<file path="config.mk">
export PLATFORM = sky130hd
export DESIGN_NAME = fft_frame_sequencer
export DESIGN_NICKNAME = d
export VERILOG_FILES = /design/src/rtl/fft_ctrl_pkg.sv /design/src/rtl/fft_sink_outreg.sv /design/src/rtl/fft_frame_sequencer.sv
export SDC_FILE = /design/constraint.sdc
export NUM_CORES = 1
export LEC_CHECK = 0
export BUFFER_PORTS_ARGS = -buffer_cell sky130_fd_sc_hd__buf_2
export CAP_MARGIN = 25
export CORE_MARGIN = 3
export CORE_UTILIZATION = 52
export CTS_CLUSTER_DIAMETER = 80
export DETAILED_ROUTE_END_ITERATION = 12
export PLACE_DENSITY_LB_ADDON = 0.2
export SYNTH_ARGS = -nofsm -noshare
export SYNTH_HDL_FRONTEND = slang
export SYNTH_HIERARCHICAL = 1
export SYNTH_SLANG_ARGS = --single-unit
</file>
<file path="constraint.sdc">
create_clock -name clk -period 2.2 [get_ports clk]
set_input_delay 0.44 -clock clk [delete_from_list [all_inputs] [get_ports clk]]
set_output_delay 0.44 -clock clk [all_outputs]
set_load 0.005 [all_outputs]
</file>
<file path="src/rtl/fft_ctrl_pkg.sv">
// Shared types and helpers for the FFT frame sequencer.
// Holds FSM encoding, length limits and the length check.
package fft_ctrl_pkg;

    typedef enum logic [1:0] {
        ST_IDLE  = 2'd0,
        ST_LOAD  = 2'd1,
        ST_RUN   = 2'd2,
        ST_ERROR = 2'd3
    } state_t;

    localparam int MIN_LOG2_DEF = 6;
    localparam int MAX_LOG2_DEF = 10;

    localparam logic [1:0] SINK_ERR_NONE = 2'b00;

    // Power of two within [2^min_log2, 2^max_log2]; zero fails the range test.
    function automatic logic pts_ok(
        input logic [31:0] pts,
        input int          min_log2,
        input int          max_log2
    );
        logic [31:0] lo;
        logic [31:0] hi;
        lo = 32'd1 << min_log2;
        hi = 32'd1 << max_log2;
        return ((pts & (pts - 32'd1)) == 32'd0)
            && (pts >= lo) && (pts <= hi);
    endfunction

endpackage

</file>
<file path="src/rtl/fft_sink_outreg.sv">
// One-entry output register feeding the FFT core sink port.
// Loads on accept, holds while stalled, drains on ready.
module fft_sink_outreg #(
    parameter int DW = 12
) (
    input  logic          clk,
    input  logic          reset_n,
    input  logic          flush,
    input  logic          load,
    input  logic [DW-1:0] d_real,
    input  logic [DW-1:0] d_imag,
    input  logic          d_sop,
    input  logic          d_eop,
    input  logic          ready,
    output logic          valid,
    output logic [DW-1:0] q_real,
    output logic [DW-1:0] q_imag,
    output logic          q_sop,
    output logic          q_eop
);

    always_ff @(posedge clk or negedge reset_n) begin
        if (!reset_n) begin
            valid  <= 1'b0;
            q_real <= '0;
            q_imag <= '0;
            q_sop  <= 1'b0;
            q_eop  <= 1'b0;
        end else if (flush) begin
            valid <= 1'b0;
            q_sop <= 1'b0;
            q_eop <= 1'b0;
        end else if (load) begin
            valid  <= 1'b1;
            q_real <= d_real;
            q_imag <= d_imag;
            q_sop  <= d_sop;
            q_eop  <= d_eop;
        end else if (ready) begin
            valid <= 1'b0;
        end
    end

endmodule

</file>
<file path="src/rtl/fft_frame_sequencer.sv">
// Cuts a sample stream into power-of-two frames for the FFT core.
// Latches length/direction per frame and parks on core errors.
module fft_frame_sequencer
    import fft_ctrl_pkg::*;
#(
    parameter int DW       = 12,
    parameter int MAX_LOG2 = MAX_LOG2_DEF,
    parameter int MIN_LOG2 = MIN_LOG2_DEF
) (
    input  logic                clk,
    input  logic                reset_n,
    input  logic                enable,
    input  logic                clear,
    input  logic [MAX_LOG2:0]   cfg_pts,
    input  logic                cfg_inverse,
    input  logic                in_valid,
    output logic                in_ready,
    input  logic [DW-1:0]       in_real,
    input  logic [DW-1:0]       in_imag,
    output logic                sink_valid,
    input  logic                sink_ready,
    output logic                sink_sop,
    output logic                sink_eop,
    output logic [1:0]          sink_error,
    output logic [DW-1:0]       sink_real,
    output logic [DW-1:0]       sink_imag,
    output logic [MAX_LOG2:0]   fft_pts,
    output logic                inverse,
    input  logic [1:0]          source_error,
    output logic                frame_done,
    output logic [15:0]         frame_count,
    output logic                err,
    output logic                cfg_err
);

    localparam int PW = MAX_LOG2 + 1;

    state_t        state, state_d;
    logic [PW-1:0] beat_cnt;
    logic          accept;
    logic          last_beat;
    logic          src_err;
    logic          cfg_ok;
    logic          latch_cfg;
    logic          set_cfg_err;
    logic          clr_err;

    assign src_err   = (source_error != 2'b00) && (state != ST_ERROR);
    assign cfg_ok    = pts_ok(32'(cfg_pts), MIN_LOG2, MAX_LOG2);
    assign in_ready  = (state == ST_RUN) && (!sink_valid || sink_ready);
    assign accept    = in_valid && in_ready;
    assign last_beat = (beat_cnt == fft_pts - PW'(1));

    assign frame_done = sink_valid && sink_ready && sink_eop;
    assign sink_error = SINK_ERR_NONE;
    assign err        = (state == ST_ERROR);

    always_comb begin
        state_d     = state;
        latch_cfg   = 1'b0;
        set_cfg_err = 1'b0;
        clr_err     = 1'b0;
        case (state)
            ST_IDLE: begin
                if (enable) state_d = ST_LOAD;
            end
            ST_LOAD: begin
                // Previous eop must have left the output register first.
                if (!sink_valid) begin
                    if (cfg_ok) begin
                        latch_cfg = 1'b1;
                        state_d   = ST_RUN;
                    end else begin
                        set_cfg_err = 1'b1;
                        state_d     = ST_ERROR;
                    end
                end
            end
            ST_RUN: begin
                if (accept && last_beat)
                    state_d = enable ? ST_LOAD : ST_IDLE;
            end
            ST_ERROR: begin
                if (clear) begin
                    clr_err = 1'b1;
                    state_d = ST_IDLE;
                end
            end
            default: state_d = ST_IDLE;
        endcase
        if (src_err) begin
            state_d     = ST_ERROR;
            latch_cfg   = 1'b0;
            set_cfg_err = 1'b0;
        end
    end

    always_ff @(posedge clk or negedge reset_n) begin
        if (!reset_n) begin
            state       <= ST_IDLE;
            fft_pts     <= PW'(1) << MAX_LOG2;
            inverse     <= 1'b0;
            cfg_err     <= 1'b0;
            beat_cnt    <= '0;
            frame_count <= '0;
        end else begin
            state <= state_d;
            if (latch_cfg) begin
                fft_pts  <= cfg_pts;
                inverse  <= cfg_inverse;
                beat_cnt <= '0;
            end else if (accept) begin
                beat_cnt <= beat_cnt + PW'(1);
            end
            if (set_cfg_err)
                cfg_err <= 1'b1;
            else if (clr_err)
                cfg_err <= 1'b0;
            if (frame_done)
                frame_count <= frame_count + 16'd1;
        end
    end

    fft_sink_outreg #(
        .DW (DW)
    ) u_outreg (
        .clk     (clk),
        .reset_n (reset_n),
        .flush   (src_err),
        .load    (accept),
        .d_real  (in_real),
        .d_imag  (in_imag),
        .d_sop   (beat_cnt == '0),
        .d_eop   (last_beat),
        .ready   (sink_ready),
        .valid   (sink_valid),
        .q_real  (sink_real),
        .q_imag  (sink_imag),
        .q_sop   (sink_sop),
        .q_eop   (sink_eop)
    );

endmodule

</file>
==> results.txt <==
The floorplan step defined a die boundary enclosing 0.00774 mm^2. Counting the fill cells in the layout gives 528. After technology mapping, the gate count stands at 310. In the final routing, the length of wire on met1 measures 3.27 mm. The run gives 0 as the number of design rule violations left after detail routing. The number of diodes added for antenna fixing is 0.

After synthesis, the cell types taking the most area are sky130_fd_sc_hd__dfrtp_1 49%, sky130_fd_sc_hd__mux2_4 8.6%, sky130_fd_sc_hd__xnor2_1 5.3%. For this design the ratio of total power to cell area is 970 mW/mm^2. In the layout the commonest cells are 102 x sky130_fd_sc_hd__buf_2, 68 x sky130_fd_sc_hd__dfrtp_1, 29 x sky130_fd_sc_hd__nor2_1. For this design the top-level I/O count stands at 105.

The tools report the required time of the worst setup path as 2.44 ns. In this run, synthesis inferred 0 flip-flops with an integrated enable. The register clock-pin slew on the reported worst setup and hold paths is 0.08 ns, and the routed wire length is 7.37 mm. For this run, the number of standard cells in the final layout without fillers is 505. For this run, the number of Yosys warnings is 6. The count of port buffers added during placement works out to 102. The count of standard-cell rows was 29; the fmax was 493 MHz.

Counting tap cells, the placed design contains a total of 488 instances. Cells with a size suffix above 1 make up 39.5% of the layout. Detailed routing inserted a total of 2579 vias. The nature of the critical path startpoint was a flip-flop.

The count of final max-slew check failures is 0, and the number of global-route vias before repair is 2529. Setup fix buffers added after clock tree synthesis: 0. The number of hold violations in the final report is 0, and the share of the clock period used by the worst path is 92.3%.

The average wire length per cell after detail routing works out to 14.6 um. The leading cell type in the layout, fill and taps excluded is sky130_fd_sc_hd__buf_2. Tracing the worst setup path back leads to its startpoint at fft_pts[0]. After floorplanning, the core was sized to cover 0.00642 mm^2.

The synthesis-stage register bit count came out at 69. The detail-routed via count per cell was 5.11. After synthesis, the mean cell area works out to 11.3 um^2.

CTS built an H-tree with a depth of 3. The final net count was 471; the fraction of post-synthesis cell area in the top cell type by area was 48.7%. The logs give 69 for the clock sink count and 85 for the starting DRC count in detailed routing.

Setup violations remaining at the end of the flow were counted as 0. STA puts the critical path data arrival time at 2.27 ns. Counting distinct cell types in the post-synthesis netlist gives 48.

In this run the static leakage power is 2.19 nW. Routability-driven placement finished with a final weighted congestion of 0.728. The run gives 0 ns as the final total negative setup slack. Worst min-delay path category: input pin to flip-flop. The largest stage delay on the critical path is 0.48 ns.

Setup repair after global routing left no endpoint under its margin. The largest total area in the synthesized netlist belongs to sky130_fd_sc_hd__dfrtp_1. The later pin in the worst-skew pair is clocked with a latency of 0.35 ns. The share of flip-flops with an asynchronous set or reset was 100%. For the HPWL after detailed placement, the log shows 5.35 mm. TritonCTS built the clock tree.

The tool flagged a number of max-cap violations equal to 0. The number of antenna violations at the first check in global routing came out at 0. Entering global routing, the biggest net connects 67 pins. The count of nets left with antenna violations once routing finished came out at 0. The worst setup path is of the flip-flop to flip-flop kind.

The die outline height is 88.0 um, and the number of buffers and inverters on the critical path is 1. Detailed routing placed a total of 3.51 mm of wire on met2. The effective utilization at floorplan was 54.5%; the total clock buffers created by CTS was 9. After synthesis, flip-flops and latches occupy 49.4% of the total area. The flow ran to the end, and the final reports show no timing, DRC or antenna violations. For the total power draw, the log shows 4.24 mW. The critical path goes through buf_4 > nor2_1 > nand2_1 > or4_1 > a32oi_1 > o211ai_1 > o211a_1. Global routing used 20.1% of the available tracks. Along the worst path, the maximum fanout reaches 4. From synthesis to final layout, the design area changed by 24.8%.

Detailed routing placed a total of 415 um of wire on met3. Among all flip-flop cells after synthesis, the most frequent one is sky130_fd_sc_hd__dfrtp_1. The dominant delay contributor by cell family on the critical path is simple AND/OR/NAND/NOR gates. In this run the deepest clock path goes through 2 buffers. Slowest stage cell on the critical path: sky130_fd_sc_hd__or4_1. The worst setup skew after layout is 0.00868 ns, and the final critical delay including setup and external delays is 2.03 ns. The start point of the worst hold path is in_imag[5]. CTS placed an instance of sky130_fd_sc_hd__clkbuf_8 at the clock tree root.

The run gives 625 uV as the largest voltage drop on the vdd net. STA classifies the critical path endpoint as a flip-flop. The floorplan step set the die width to 88.0 um.

The highest metal layer with signal wires was met4. The worst reg2reg path startpoint was fft_pts[0]. The synthesized netlist occupies a cell area of 0.00350 mm^2.

Summed over all layers, the global routing overflow is 0. The logs give 4 for the number of optimization iterations in the first detailed-route pass and 11.9 mm for the wire length of the first global-routing pass.
path summary, 6_finish.rpt:
kind	endpoint	slack [ns]	cells after the start
hold / removal	u_outreg/q_imag[5]	0.31	2
hold reg to reg	frame_count[15]	0.49	1
setup / recovery	state[1]	0.17	7
max in group asynchronous	fft_pts[10]	1.18	3
min in group asynchronous	fft_pts[2]	0.44	2
setup reg to reg	state[1]	0.17	7
registers in the layout, indices dropped and copies added (netlist names):
register	cells
fft_pts	11
frame_count	16
u_outreg/q_sop	1
inverse	1
u_outreg/q_real	12
cfg_err	1
state	2
u_outreg/valid	1
beat_cnt	11
u_outreg/q_eop	1
u_outreg/q_imag	12
through the flow:
stage / cell area (um^2) / hold slack [ns] / setup WS [ns] / util [%]
2_1_floorplan: 3500 / 0.144 / 0.160 / -
4_1_cts: 4360 / 0.302 / 0.111 / 67.8
5_1_grt: 4370 / 0.303 / 0.0423 / 68.0
3_5_place_dp: 4120 / 0.263 / 0.0336 / 64.1
3_3_place_gp: 4120 / 0.259 / 0.0850 / 64.1
6_report: 4370 / 0.311 / 0.170 / 68.0
repair_timing:
action | in CTS | in global routing
hold buffers | 1 | 0
gates resized for setup | 0 | 2
endpoints found under the setup margin | 0 | 2
endpoints found under the hold margin | 3 | 0
kinds of logic after synthesis:
group	synth area share, %
AOI/OAI and AO/OA	4.69
xor gates and xnor gates	9.77
adders and majority gates	1.43
buffers and inverters	5.19
DFF	49.4
muxes	13.0
other	0.107
and+or+nand+nor	16.4
final cells by class:
class                   instances  area [um^2]  share of cell area (%)
clock buffers                  10          138                    3.15
clock inverters                 6         93.8                    2.15
inverters                      16         60.1                    1.38
multi-input cells             211         1610                    36.8
flip-flops and latches         69         1730                    39.6
well taps                      77         96.3                    2.21
repair buffers                116          643                    14.7
routing by layer:
layer  up-vias  GRT usage, %
li1       1278             -
met1      1209          26.4
met2        78          31.6
met5         -             0
met4         0          10.2
met3        14          4.14
synthesized netlist by cell type, drive strengths merged (6+ instances only):
cell type,n
dfrtp,68
o21ai,8
inv,16
nor4,8
mux2,31
clkbuf,6
nor2b,6
buf,9
nand3,9
nor2,30
nand2,19
nor3,10
xnor2,21
xor2,18
power by group:
part	total (mW)	switching, mW	leakage [nW]	internal (mW)
sequential	1.80	0.223	0.872	1.58
clock	1.18	0.507	0.113	0.677
combinational	1.25	0.509	1.20	0.742
total	4.24	1.24	2.19	3.00
worst reg2reg max path: cells and delay by family (launching register included):
family | cells | cell delay, ns
AO/OA/AOI/OAI | 3 | 0.63
buffers and inverters | 1 | 0.16
flip-flops | 1 | 0.39
AND/OR/NAND/NOR | 3 | 0.75
No activity file was read; power rests on OpenSTA's default activity.
